==> src/rtl/main_fsm_pkg.sv <==
// Shared encodings for the multicycle control FSM: state enum, opcodes,
// datapath select codes. The JAL state exists only with MAIN_FSM_JAL_EN.
package main_fsm_pkg;

  localparam int unsigned STATE_W = 4;
  localparam int unsigned OP_W    = 7;
  localparam int unsigned SEL_W   = 2;

  typedef enum logic [STATE_W-1:0] {
    S_FETCH    = 4'd0,
    S_DECODE   = 4'd1,
    S_MEMADR   = 4'd2,
    S_MEMREAD  = 4'd3,
    S_MEMWB    = 4'd4,
    S_MEMWRITE = 4'd5,
    S_EXECUTER = 4'd6,
    S_EXECUTEI = 4'd7,
    S_ALUWB    = 4'd8,
`ifdef MAIN_FSM_JAL_EN
    S_BEQ      = 4'd9,
    S_JAL      = 4'd10
`else
    S_BEQ      = 4'd9
`endif
  } state_e;

  localparam logic [OP_W-1:0] OP_LW    = 7'b0000011;
  localparam logic [OP_W-1:0] OP_SW    = 7'b0100011;
  localparam logic [OP_W-1:0] OP_RTYPE = 7'b0110011;
  localparam logic [OP_W-1:0] OP_BEQ   = 7'b1100011;
  localparam logic [OP_W-1:0] OP_ADDI  = 7'b0010011;
  localparam logic [OP_W-1:0] OP_JAL   = 7'b1101111;

  // ALU operand A select
  localparam logic [SEL_W-1:0] SRC_A_PC    = 2'b00;
  localparam logic [SEL_W-1:0] SRC_A_OLDPC = 2'b01;
  localparam logic [SEL_W-1:0] SRC_A_REG   = 2'b10;

  // ALU operand B select
  localparam logic [SEL_W-1:0] SRC_B_REG   = 2'b00;
  localparam logic [SEL_W-1:0] SRC_B_IMM   = 2'b01;
  localparam logic [SEL_W-1:0] SRC_B_FOUR  = 2'b10;

  // Result bus select
  localparam logic [SEL_W-1:0] RES_ALUOUT  = 2'b00;
  localparam logic [SEL_W-1:0] RES_DATA    = 2'b01;
  localparam logic [SEL_W-1:0] RES_ALURES  = 2'b10;

  // ALU operation class
  localparam logic [SEL_W-1:0] ALU_ADD     = 2'b00;
  localparam logic [SEL_W-1:0] ALU_SUB     = 2'b01;
  localparam logic [SEL_W-1:0] ALU_FUNCT   = 2'b10;

  // True when the opcode has a decode path in this build
  function automatic logic op_is_legal(input logic [OP_W-1:0] op);
    logic legal;
    legal = 1'b0;
    case (op)
      OP_LW, OP_SW, OP_RTYPE, OP_BEQ, OP_ADDI: legal = 1'b1;
`ifdef MAIN_FSM_JAL_EN
      OP_JAL:                                  legal = 1'b1;
`endif
      default:                                 legal = 1'b0;
    endcase
    return legal;
  endfunction

endpackage

==> src/rtl/main_fsm.sv <==
// Multicycle RISC-V main control FSM. Moore outputs from state, except
// FETCH ir_write/pc_update (gated by mem_ready) and DECODE illegal_op.
// Optional jal support: define MAIN_FSM_JAL_EN.
module main_fsm
  import main_fsm_pkg::*;
(
  input  logic             clk,
  input  logic             reset,
  input  logic [OP_W-1:0]  op,
  input  logic             mem_ready,
  output logic             mem_req,
  output logic             adr_src,
  output logic             ir_write,
  output logic             pc_update,
  output logic             branch,
  output logic             reg_write,
  output logic             mem_write,
  output logic [SEL_W-1:0] alu_src_a,
  output logic [SEL_W-1:0] alu_src_b,
  output logic [SEL_W-1:0] result_src,
  output logic [SEL_W-1:0] alu_op,
  output logic             illegal_op,
  output logic [STATE_W-1:0] state
);

  state_e state_q;
  state_e state_d;

  // State register with synchronous reset to FETCH
  always_ff @(posedge clk) begin
    if (reset) state_q <= S_FETCH;
    else       state_q <= state_d;
  end

  // Next-state decode; unknown encodings and opcodes fall back to FETCH
  always_comb begin
    state_d = S_FETCH;
    case (state_q)
      S_FETCH:    state_d = mem_ready ? S_DECODE : S_FETCH;
      S_DECODE: begin
        case (op)
          OP_LW, OP_SW: state_d = S_MEMADR;
          OP_RTYPE:     state_d = S_EXECUTER;
          OP_ADDI:      state_d = S_EXECUTEI;
          OP_BEQ:       state_d = S_BEQ;
`ifdef MAIN_FSM_JAL_EN
          OP_JAL:       state_d = S_JAL;
`endif
          default:      state_d = S_FETCH;
        endcase
      end
      S_MEMADR: begin
        if (op == OP_LW)      state_d = S_MEMREAD;
        else if (op == OP_SW) state_d = S_MEMWRITE;
        else                  state_d = S_FETCH;
      end
      S_MEMREAD:  state_d = mem_ready ? S_MEMWB : S_MEMREAD;
      S_MEMWRITE: state_d = mem_ready ? S_FETCH : S_MEMWRITE;
      S_MEMWB:    state_d = S_FETCH;
      S_EXECUTER: state_d = S_ALUWB;
      S_EXECUTEI: state_d = S_ALUWB;
      S_ALUWB:    state_d = S_FETCH;
      S_BEQ:      state_d = S_FETCH;
`ifdef MAIN_FSM_JAL_EN
      S_JAL:      state_d = S_ALUWB;
`endif
      default:    state_d = S_FETCH;
    endcase
  end

  // Output decode; everything forced low while reset is held
  always_comb begin
    mem_req    = 1'b0;
    adr_src    = 1'b0;
    ir_write   = 1'b0;
    pc_update  = 1'b0;
    branch     = 1'b0;
    reg_write  = 1'b0;
    mem_write  = 1'b0;
    illegal_op = 1'b0;
    alu_src_a  = SRC_A_PC;
    alu_src_b  = SRC_B_REG;
    result_src = RES_ALUOUT;
    alu_op     = ALU_ADD;
    if (!reset) begin
      case (state_q)
        S_FETCH: begin
          mem_req    = 1'b1;
          alu_src_b  = SRC_B_FOUR;
          result_src = RES_ALURES;
          ir_write   = mem_ready;
          pc_update  = mem_ready;
        end
        S_DECODE: begin
          alu_src_a  = SRC_A_OLDPC;
          alu_src_b  = SRC_B_IMM;
          illegal_op = ~op_is_legal(op);
        end
        S_MEMADR: begin
          alu_src_a = SRC_A_REG;
          alu_src_b = SRC_B_IMM;
        end
        S_MEMREAD: begin
          mem_req = 1'b1;
          adr_src = 1'b1;
        end
        S_MEMWRITE: begin
          mem_req   = 1'b1;
          adr_src   = 1'b1;
          mem_write = 1'b1;
        end
        S_MEMWB: begin
          result_src = RES_DATA;
          reg_write  = 1'b1;
        end
        S_EXECUTER: begin
          alu_src_a = SRC_A_REG;
          alu_op    = ALU_FUNCT;
        end
        S_EXECUTEI: begin
          alu_src_a = SRC_A_REG;
          alu_src_b = SRC_B_IMM;
          alu_op    = ALU_FUNCT;
        end
        S_ALUWB: begin
          reg_write = 1'b1;
        end
        S_BEQ: begin
          alu_src_a = SRC_A_REG;
          alu_op    = ALU_SUB;
          branch    = 1'b1;
        end
`ifdef MAIN_FSM_JAL_EN
        S_JAL: begin
          alu_src_a = SRC_A_OLDPC;
          alu_src_b = SRC_B_FOUR;
          pc_update = 1'b1;
        end
`endif
        default: ;
      endcase
    end
  end

  assign state = state_q;

endmodule

==> config.mk <==
export PLATFORM = sky130hd
export DESIGN_NAME = main_fsm
export DESIGN_NICKNAME = d
export VERILOG_FILES = /design/src/rtl/main_fsm_pkg.sv /design/src/rtl/main_fsm.sv
export SDC_FILE = /design/constraint.sdc
export NUM_CORES = 1
export LEC_CHECK = 0
export ABC_AREA = 1
export CAP_MARGIN = 25
export CORE_UTILIZATION = 32
export DETAILED_ROUTE_END_ITERATION = 10
export PLACE_DENSITY_LB_ADDON = 0.12
export SKIP_LAST_GASP = 1
export SLEW_MARGIN = 15
export SYNTH_ARGS = -nofsm -noshare
export SYNTH_HDL_FRONTEND = slang
export SYNTH_SLANG_ARGS = --single-unit
==> constraint.sdc <==
create_clock -name clk -period 1 [get_ports clk]
set_input_delay 0.2 -clock clk [delete_from_list [all_inputs] [get_ports clk]]
set_output_delay 0.2 -clock clk [all_outputs]
set_load 0.005 [all_outputs]
==> impl_metrics.yaml, run 1 <==
status:
  status: "complete, but fails checks"
  violations: "negative setup slack"
route:
  drtIter0Drc: 36
  drtPass1Iterations: 4
  wl_per_cell_um: 19.4
  drc_errors: 0
  vias_per_cell: 5.72
  antenna_left: 0
  routed_wl_um: 3400
  vias: 1001
sta:
  layout_min_cycle_time_ns: 1.67
  setup_viol: 24
  hold_viol: 0
  setup_slack_ns: -0.668
  slew-limit-headroom_pct: 82.0
  skew_ns: 0.00851
  rsz0062_at_grt: "true"
  post-route-period-util_pct: 167
  fmaxAchievable_mhz: 599
  worst_pin_slew_ns: 0.270
  finalMaxSlewViolations: 0
yosys:
  netlist_instances: 88
  synth_edf_count: 0
  yosysSeqAreaShare_pct: 15.9
  synth_nets: 98
  synth_common_cells: "nor2_1 (17), nand2_1 (16), inv_1 (15)"
  syn_avg_cell_area_sq_um: 5.73
  synthArstFlopShare_pct: 0
  synth_top_cell_by_area: "dfxtp_1"
  synth_most_common_cell: "nor2_1"
  yosys.area.top_type_share_pct: 15.9
  synth_area_leaders: "dfxtp_1 (16%), nor2_1 (13%), nand2_1 (12%), inv_1 (11%), a21oi_1 (6.9%)"
  synth_warnings: 0
  netlist_area_sq_um: 504
  synth-seq-cells: 4
  yosys.cell_types.count: 22
  yosys_most_used_dff: "dfxtp_1"
worst_setup_path:
  critPathRequiredTime_ns: 0.80
  end_kind: "primary output"
  cpPeakStageDelay_ns: 0.36
  rr_worst_depth: 12
  worstPathArrival_ns: 1.47
  crit_chain: "nor2_4, buf_6, nand2_4, nor2_4, o21ai_1, nor2_1, buf_2"
  worstSetupPathType: "flop to primary output"
  crit_path_start_kind: "flop"
  crit_top_cell: "nor2_4"
  cp_max_fo: 3
  cp_slowest_cell: "dfxtp_4"
  r2r_slack_ns: -0.51
run:
  cap_violations: 0
cells_and_area:
  drive_gt1_share_pct: 70.6
  final_cells: 175
  antennaDiodeCount: 0
  area_growth_pct: 160
  largest_reg_flops: 4
  regArea_sq_um: 95.1
  nFillCells: 40
  fin_nets: 171
  multi_input_area_sq_um: 493
power_and_ir_drop:
  ir_drop_uv: 527
  power_leakage_nw: 0.681
  p_per_area_nw_per_um2: 514
  power.total_uw: 674
floorplan:
  rows: 13
  dieArea_sq_um: 1740
  start_util_pct: 36.5
  die_w_um: 41.7
  ios: 30
  die_h_um: 41.7
  core_area_sq_um: 1380
placement:
  port-buffer-count: 29
  dp_cells: 154
  pre_cts_ws_ns: -0.850
  gp_congestion: 0.875
  dp_hpwl_um: 1410
clock_network:
  cts_root_buf: "clkbuf_4"
  cts_tree: "done"
  cts_buffers: 3
  clock_path_buffers: 2
  cts_max_level: 1
  clk_latency_ns: 0.25
  path_clk_slew_ns: 0.05
  cts_sinks: 4
min_path:
  whs_path_depth: 3
  hp-class: "input pin to flop"
global_routing:
  antenna_found_initial: 0
  grt_pass1_wl_um: 3660
  gr-usage-all-layers_pct: 28.0
  grt_pass1_vias: 825
  grt_max_degree: 8
  overflow: 0
[through the flow]
| stage | TNS, ns | area (sq um) | hold slack (ns) | util [%] |
|---|---|---|---|---|
| 5_1_grt | -11.27 | 1310 | 0.564 | 94.9 |
| 4_1_cts | -8.49 | 1170 | 0.477 | 84.6 |
| 2_1_floorplan | -0.618 | 527 | 0.355 | - |
| 3_3_place_gp | -13.46 | 1000 | 0.692 | 72.4 |
| 3_5_place_dp | -13.98 | 1000 | 0.692 | 72.4 |
| 6_report | -10.25 | 1310 | 0.575 | 94.9 |
[metal layers]
metal | wire length, um | GRT usage, % | vias to the layer above | part of all wire (%)
li1 | - | - | 421 | -
met4 | 225 | 20.6 | 0 | 6.6
met5 | 0 | 0 | - | 0
met3 | 263 | 5.22 | 31 | 7.7
met2 | 1720 | 51.9 | 87 | 51
met1 | 1190 | 26.9 | 462 | 35
[critical path, delay by kind of cell (launching register included)]
kind	cells	cell delay (ns)
buffers and inverters	2	0.27
and+or+nand+nor	4	0.49
AOI/OAI and AO/OA	1	0.11
DFF	1	0.36
[report_power, final]
group / internal, mW / leakage [nW] / switching, mW
clock: 0.151 / 0.0150 / 0.0857
combinational: 0.141 / 0.630 / 0.138
sequential: 0.154 / 0.0355 / 0.00479
total: 0.446 / 0.681 / 0.228
[cells in the final DEF (no fill, tap or decap), types with 3 or more instances in the layout]
cell type,count
a21oi_2,5
buf_2,16
buf_4,24
buf_6,21
clkbuf_4,3
clkdlybuf4s50_1,8
dfxtp_4,4
inv_1,9
inv_2,5
nand2_1,11
nand2_4,4
nand3_1,3
nand3_2,4
nor2_1,7
nor2_2,7
nor2_4,8
[timing repair]
item,4_1_cts,5_1_grt
gates resized for setup,111,36
endpoints found under the hold margin,0,0
buffers inserted,16,7
hold buffers,0,0
pin swaps,32,14
endpoints found under the setup margin,24,24
[path summary, 6_finish.rpt]
path                 start    endpoint
setup reg to reg  state[2]    state[2]
hold / removal       reset    state[3]
setup / recovery  state[2]  illegal_op
hold reg to reg   state[1]    state[3]
[layout make-up]
class / instances / area share (%)
Clock buffer: 4 / 2.00
Inverter: 17 / 5.62
Multi-Input combinational cell: 63 / 37.6
Sequential cell: 4 / 7.24
Tap cell: 15 / 1.43
Timing Repair Buffer: 72 / 46.1
[kinds of logic after synthesis]
logic type,share of synthesized area (%)
AOI/OAI and AO/OA,12.2
buffers and inverters,18.6
DFF,15.9
and+or+nand+nor,53.4
(Power assumes the default switching activity.)
==> inputs of run 2 (changes only) <==
--- a/config.mk
+++ b/config.mk
@@ -15,3 +15,4 @@
 export SYNTH_ARGS = -nofsm -noshare
 export SYNTH_HDL_FRONTEND = slang
 export SYNTH_SLANG_ARGS = --single-unit
+export TNS_END_PERCENT = 50
==> impl_metrics.yaml, run 2 (same netlist as run 1, synthesis figures left out) <==
clock_network:
  cts_tree: "done"
  path_clk_slew_ns: 0.04
  cts_sinks: 4
  clock_path_buffers: 2
  cts_max_level: 1
  clk_latency_ns: 0.23
  cts_root_buf: "clkbuf_4"
  ctsHoldBuffers: 0
  cts_buffers: 3
placement:
  dp_cells: 152
  port-buffer-count: 29
  dp_hpwl_um: 1290
  gp_congestion: 0.828
floorplan:
  core_area_sq_um: 1380
  die_h_um: 41.7
  start_util_pct: 36.5
  dieArea_sq_um: 1740
  rows: 13
  ios: 30
  die_w_um: 41.7
min_path:
  hp-class: "input pin to flop"
status:
  status: "complete, but fails checks"
  violations: "negative setup slack"
worst_setup_path:
  cp_max_fo: 3
  worstSetupPathType: "flop to primary output"
  r2r-start: "state[3]"
  crit_path_start_kind: "flop"
  regToRegEndpoint: "state[0]"
  worstPathArrival_ns: 1.28
  rr_worst_depth: 8
  critPathRequiredTime_ns: 0.80
  r2r_slack_ns: -0.32
  crit_end: "illegal_op"
  startpoint: "state[2]"
  end_kind: "primary output"
sta:
  setup_slack_ns: -0.484
  setup_viol: 24
  finalSetupTns_ns: -9.18
  slew-limit-headroom_pct: 84.7
  post-route-period-util_pct: 148
  skew_ns: 0.000754
  hold_viol: 0
  fmaxAchievable_mhz: 674
  worst_pin_slew_ns: 0.228
  finalMaxSlewViolations: 0
  rsz0062_at_grt: "true"
  layout_min_cycle_time_ns: 1.48
route:
  drtPass1Iterations: 4
  drc_errors: 0
  vias_per_cell: 4.76
  routed_wl_um: 1800
  antenna_left: 0
  drtIter0Drc: 17
  wl_per_cell_um: 10.9
  vias: 785
global_routing:
  overflow: 0
  grt_max_degree: 8
  gr-usage-all-layers_pct: 22.2
  grt_pass1_vias: 756
  grt_pass1_wl_um: 3050
  antenna_found_initial: 0
cells_and_area:
  drive_gt1_share_pct: 57.3
  final_core_util_pct: 81.3
  layout_common_cells: "buf_4 (24), nand2_1 (14), buf_2 (13), inv_1 (12), clkdlybuf4s50_1 (12)"
  area_growth_pct: 123
  nFillCells: 92
  final_cells: 165
  fin_nets: 161
  antennaDiodeCount: 0
  final_common_cell: "buf_4"
  largest_reg_flops: 4
run:
  cap_violations: 0
power_and_ir_drop:
  power.total_uw: 561
  p_per_area_nw_per_um2: 499
  power_leakage_nw: 0.584
  ir_drop_uv: 673
run 2: report_power, final:
group	internal [mW]	total (mW)	switching, mW
clock network	0.150	0.213	0.0636
logic	0.100	0.188	0.0879
registers	0.154	0.160	0.00542
total	0.404	0.561	0.157
run 2: cell type report:
class	count	area [sq um]	area share (%)
timing repair buffer	62	499	44.4
multi-input combinational	63	410	36.5
sequential	4	95.1	8.46
inverter	17	73.8	6.57
clock buffer	4	26.3	2.34
tap	15	18.8	1.67
run 2: worst min path at each step:
| stage | end | start | slack [ns] | cells past startpoint |
|---|---|---|---|---|
| floorplan | state[2] | reset | 0.35 | 3 |
| global placement | state[3] | state[1] | 0.66 | 3 |
| detailed placement | state[3] | state[1] | 0.68 | 3 |
| CTS | state[3] | reset | 0.51 | 3 |
| global route | state[3] | reset | 0.56 | 3 |
| finish | state[3] | reset | 0.52 | 3 |
run 2: per-stage QoR:
stage	hold slack, ns	setup slack (ns)	area [sq um]
after detailed placement	0.681	-0.850	998
after floorplan	0.355	-0.118	527
after CTS	0.506	-0.520	1090
after global routing	0.556	-0.557	1120
after global placement	0.665	-0.818	998
final	0.521	-0.484	1120
run 2: metal layers:
| layer | track usage [%] | up-vias | wire length [um] |
|---|---|---|---|
| met5 | 0 | - | 0 |
| li1 | - | 400 | - |
| met4 | 9.03 | 0 | 0 |
| met1 | 25.1 | 366 | 771 |
| met2 | 41.3 | 19 | 986 |
| met3 | 2.61 | 0 | 42 |
run 2: critical path, cell delays in order, from the launching register on:
cell and delay, ns:
dfxtp_4 0.35, nor2_4 0.16, buf_6 0.12, nand2_4 0.06, nor2_4 0.09, o21ai_1 0.07
nor2_1 0.09, buf_2 0.12
run 2: timing repair:
| item | in CTS | in global routing |
|---|---|---|
| endpoints found under the setup margin | 24 | 24 |
| pin swaps | 15 | 10 |
| gates resized for setup | 79 | 18 |
| buffers inserted | 8 | 3 |
==> inputs of run 3 (changes only) <==
--- a/config.mk
+++ b/config.mk
@@ -5,9 +5,9 @@
 export SDC_FILE = /design/constraint.sdc
 export NUM_CORES = 1
 export LEC_CHECK = 0
-export ABC_AREA = 1
+export ABC_AREA = 0
 export CAP_MARGIN = 25
-export CORE_UTILIZATION = 32
+export CORE_UTILIZATION = 33
 export DETAILED_ROUTE_END_ITERATION = 10
 export PLACE_DENSITY_LB_ADDON = 0.12
 export SKIP_LAST_GASP = 1
==> impl_metrics.yaml, run 3 <==
status:
  status: "complete, but fails checks"
  violations: "negative setup slack"
yosys:
  synth_area_leaders: "dfxtp_1 (16%), a21oi_1 (5.8%), nor4b_2 (5.8%), nand2_1 (5.1%), nor2_1 (5.1%)"
  yosys.area.top_type_share_pct: 15.5
  synth_nets: 83
  synth-seq-cells: 4
  synth_warnings: 0
  synth_common_cells: "nand2_1 (7), nor2_1 (7), a21oi_1 (6)"
  synth_edf_count: 0
  yosys_most_used_dff: "dfxtp_1"
  netlist_instances: 73
  netlist_area_sq_um: 515
  yosysSeqAreaShare_pct: 15.5
  synth_top_cell_by_area: "dfxtp_1"
  yosys.cell_types.count: 37
  syn_avg_cell_area_sq_um: 7.06
  synthArstFlopShare_pct: 0
clock_network:
  path_clk_slew_ns: 0.05
  cts_root_buf: "clkbuf_4"
  ctsHoldBuffers: 0
  clk_latency_ns: 0.26
  cts_tree: "done"
  cts_max_level: 1
  clock_path_buffers: 2
  cts_sinks: 4
  cts_buffers: 3
route:
  vias: 883
  routed-wl-met2_um: 1470
  routed_wl_um: 2920
  top_layer: "met4"
  antenna_left: 0
  wl_met1_um: 1180
  vias_per_cell: 5.81
  wl_per_cell_um: 19.2
  routed-wl-met3_um: 154
  drc_errors: 0
  drtPass1Iterations: 4
  drtIter0Drc: 31
cells_and_area:
  final_core_util_pct: 90.2
  area_growth_pct: 142
  largest_reg_flops: 4
  antennaDiodeCount: 0
  regArea_sq_um: 90.1
  fin_nets: 149
  layout_common_cells: "buf_4 (26), buf_2 (13), buf_6 (13), clkdlybuf4s50_1 (12), nand2_1 (6)"
  final_common_cell: "buf_4"
  drive_gt1_share_pct: 65.0
  nFillCells: 62
  multi_input_area_sq_um: 532
global_routing:
  grt_max_degree: 12
  grt_pass1_vias: 760
  gr-usage-all-layers_pct: 26.9
  antenna_found_initial: 0
  grt_pass1_wl_um: 3510
  overflow: 0
power_and_ir_drop:
  power.total_uw: 661
  ir_drop_uv: 431
  power_leakage_nw: 0.514
  p_per_area_nw_per_um2: 530
worst_setup_path:
  cp_max_fo: 5
  rr_worst_depth: 8
  worstSetupPathType: "flop to primary output"
  critPathRequiredTime_ns: 0.80
  worstPathArrival_ns: 1.53
  end_kind: "primary output"
  crit_path_start_kind: "flop"
floorplan:
  core_area_sq_um: 1380
  die_w_um: 41.5
  ios: 30
  dieArea_sq_um: 1720
  start_util_pct: 37.3
  rows: 13
  die_h_um: 41.5
placement:
  dp_hpwl_um: 1370
  port-buffer-count: 29
  gp_congestion: 0.809
  pre_cts_ws_ns: -1.01
sta:
  setup_slack_ns: -0.733
  setup_viol: 24
  worst_pin_slew_ns: 0.330
  skew_ns: 0.00312
  slew-limit-headroom_pct: 77.9
  finalSetupTns_ns: -14.44
  hold_viol: 0
  finalMaxSlewViolations: 0
  holdWs_ns: 0.673
  fmaxAchievable_mhz: 577
  layout_min_cycle_time_ns: 1.73
  rsz0062_at_grt: "true"
  post-route-period-util_pct: 173
run:
  cap_violations: 0
min_path:
  whs_path_depth: 4
  hp-class: "input pin to flop"
-- run 3: cell types whose count changed in the layout (fill, tap and decap cells not counted), sizes merged, moves of 2 or more --
cell | previous run | this run
nor2 | 23 | 7
inv | 17 | 4
nand2 | 17 | 7
buf | 46 | 53
nand3 | 9 | 3
nand2b | 0 | 4
clkbuf | 7 | 4
nor3 | 1 | 4
nor4b | 0 | 2
or3 | 0 | 2
-- run 3: timing repair --
item / in CTS / in global routing
resized for setup: 70 / 29
buffers inserted: 9 / 3
setup endpoints to repair: 24 / 24
pin swaps: 8 / 9
-- run 3: kinds of logic after synthesis --
group | after synthesis | synth area share [%]
simple gates | 41 | 49.5
compound gates | 16 | 21.1
buf+inv | 11 | 12.1
flops | 4 | 15.5
xor+xnor | 1 | 1.70
-- run 3: worst max-delay path, stage by stage, from the launching register on --
cell	delay (ns)
dfxtp_4	0.36
or3_4	0.38
buf_4	0.16
nor3_4	0.13
or2_1	0.14
buf_2	0.11
-- run 3: worst paths after layout --
check / startpoint / end / slack (ns)
max: state[1] / mem_req / -0.73
min reg2reg: state[0] / state[1] / 0.69
max reg2reg: state[1] / state[3] / -0.65
min: op[5] / state[2] / 0.67
-- run 3: report_power, final --
group	internal [mW]	switching [mW]	total [mW]
clock	0.136	0.0990	0.235
combinational	0.150	0.110	0.260
sequential	0.159	0.00639	0.166
-- run 3: metal layers --
metal	vias to the layer above	global-route usage, %
met3	11	3.48
li1	400	-
met4	0	16.8
met1	419	32.4
met5	-	0
met2	53	44.7
-- run 3: through the flow --
| step | cell area, sq um | instances |
|---|---|---|
| after floorplan | 594 | 73 |
| after global placement | 1040 | 138 |
| after detailed placement | 1040 | 138 |
| after CTS | 1140 | 150 |
| after global routing | 1250 | 152 |
| final | 1250 | 152 |
-- run 3: area by class of cell --
cell class                 count  share of cell area [%]
sequential                     4                    7.22
multi-input combinational     58                    42.6
tap                           15                    1.50
timing repair buffer          68                    45.6
clock buffer                   3                    1.81
inverter                       4                    1.20
==> variant: new RTL, settings of run 3 <==
The package constant `OP_W` goes from 7 to 14.
--- a/src/rtl/main_fsm_pkg.sv
+++ b/src/rtl/main_fsm_pkg.sv
@@ -3,7 +3,7 @@
 package main_fsm_pkg;
 
   localparam int unsigned STATE_W = 4;
-  localparam int unsigned OP_W    = 7;
+  localparam int unsigned OP_W    = 14;
   localparam int unsigned SEL_W   = 2;
 
   typedef enum logic [STATE_W-1:0] {
Interface: changed (resized op); port bits go from 30 to 37. The function was not compared with the original's and may differ.
==> variant against run 3 <==
  * The flow still finishes with violations (negative setup slack)
  * Area after synthesis down 0.49%
  * Sequential cell count unchanged
  * Setup slack worse by 0.0014 ns
  * Register-to-register slack better by 0.16 ns
  * Cell area down 0.60%
  * Total power down 0.12%
  * Synthesized cell count down 2.7%
  * Wire length down 19%
  * Critical path type unchanged
  * Largest power group unchanged
  * Highest routed layer unchanged
==> variant: results (changes against run 3) <==
- Global-route wire length before repair: 3530 um (+0.77%)
- Setup violators final: 24 (unchanged)
- Pleak: 0.539 nW (+4.9%)
- Sw power: 0.194 mW (-9.9%)
- Layout cells sized above 1: 55.3% (-9.6 points)
- DRT iter0 DRCs: 18 (-42%)
- Status: finished, violations left
- WL/cell: 15.1 um (-21%)
- Skew final: 0.0138 ns (+0.0107 ns)
- Hold Crit Endpoint: state[1]$_SDFF_PP0_
- H-tree depth: 1 (unchanged)
- Synth cell count leaders: nand2_1, nor2_1, nor3_1
- Layout fillers: 60 (-3.2%)
- GRT Total Usage: 26.7% (-0.24 points)
- R2r endpoint: state[2]$_SDFF_PP0_
- Post-CTS sizing: 63 (-10%)
- Dominant synthesized flop cell: dfxtp_1
- Post-CTS Setup Inserts: 12 (+3)
- Slew margin rel.: 79.1% (+1.2 points)
- Total number of vias: 860 (-2.6%)
- Cell variety after synth: 36 (-2.7%)
- Crit-path max FO: 3 (-2)
- Setup TNS: -13.06 ns (+1.38 ns)
- Syn_nets: 88 (+6.0%)
- RePlAce Congestion: 0.835 (+3.1%)
- Power share of the combinational group: 42.6% (+3.2 points)
- Syn avg cell area: 7.23 um2 (+2.3%)
- Reg2reg start: state[2]$_SDFF_PP0_
- Detail Placement HPWL: 1450 um (+6.0%)
- VDD IR max: 0.580 mV (+35%)
- Top post-synthesis cells by area: dfxtp_1, nand2b_1, nor3_1, buf_4, nand2_1
- Port bufs: 36 (+24%)
- Final setup margin: -0.734 ns (-0.00140 ns)
- Hold_sp: reset
- Switching share of power: 29.3% (-3.2 points)
- Worst r2r path cells: 6 (-2)
- Part of the power in the clock network: 33.3% (-2.3 points)
- Reg2Reg Setup Slack: -0.49 ns (+0.16 ns)
- Seq/Total Area, Yosys: 15.6% (+0.076 points)
- Pre-CTS setup slack: -0.976 ns (+0.0341 ns)
- Final hold slack: 0.612 ns (-0.0606 ns)
- Failing checks: negative setup slack
- Vias in the first global route: 758 (-0.26%)
- Final Non-Filler Cells: 156 (+2.6%)
- Cell Area, Placed: 0.00106 mm2 (+2.3%)
[variant: cell types whose count changed after synthesis, moves of 2 or more]
cell | before | now
a21oi_1 | 6 | 3
inv_1 | 4 | 2
nand2b_1 | 3 | 5
nand3_1 | 3 | 1
nor3_1 | 3 | 6
nor3b_1 | 1 | 3
nor4b_2 | 2 | 0
or3_1 | 2 | 0
[variant: worst max path at each step]
stage	start	slack, ns	end	depth (start not counted)
finish	state[0]$_SDFF_PP0_	-0.73	ir_write	6
global route	state[0]$_SDFF_PP0_	-0.81	ir_write	6
CTS	state[0]$_SDFF_PP0_	-0.80	ir_write	6
global placement	reset	-0.95	pc_update	5
detailed placement	reset	-0.98	ir_write	5
floorplan	state[1]$_SDFF_PP0_	-0.36	pc_update	4
[variant: per-layer routing]
layer | vias to the layer above | wire length, um | GRT usage [%]
met1 | 410 | 900 | 29.9
met2 | 45 | 1270 | 48.8
met4 | 0 | 51 | 9.03
li1 | 396 | - | -
met5 | - | 0 | 0
met3 | 9 | 141 | 6.09
[variant: cell families (layout without fill, tap and decap cells)]
kind of cell           after synthesis  in the layout  synth area share [%]
AND/OR/NAND/NOR                     42             42                  51.0
AO/OA/AOI/OAI                       15             15                  20.2
buffers and inverters                9             79                  11.5
flip-flops                           4              4                  15.6
XOR/XNOR                             1              1                  1.71
[variant: area by class of cell]
class,count,area (um2),area share (%)
clock buffer,3,22.5,1.82
timing repair buffer,74,636,51.3
tap,15,18.8,1.51
multi-input combinational,58,463,37.3
sequential,4,92.6,7.47
inverter,2,7.51,0.605
[variant: worst max-delay path, cell delays in order (launching register included)]
cell,delay (ns)
dfxtp_4,0.34
or3_4,0.38
nor3_4,0.15
buf_6,0.12
buf_6,0.08
and2_4,0.13
buf_6,0.09
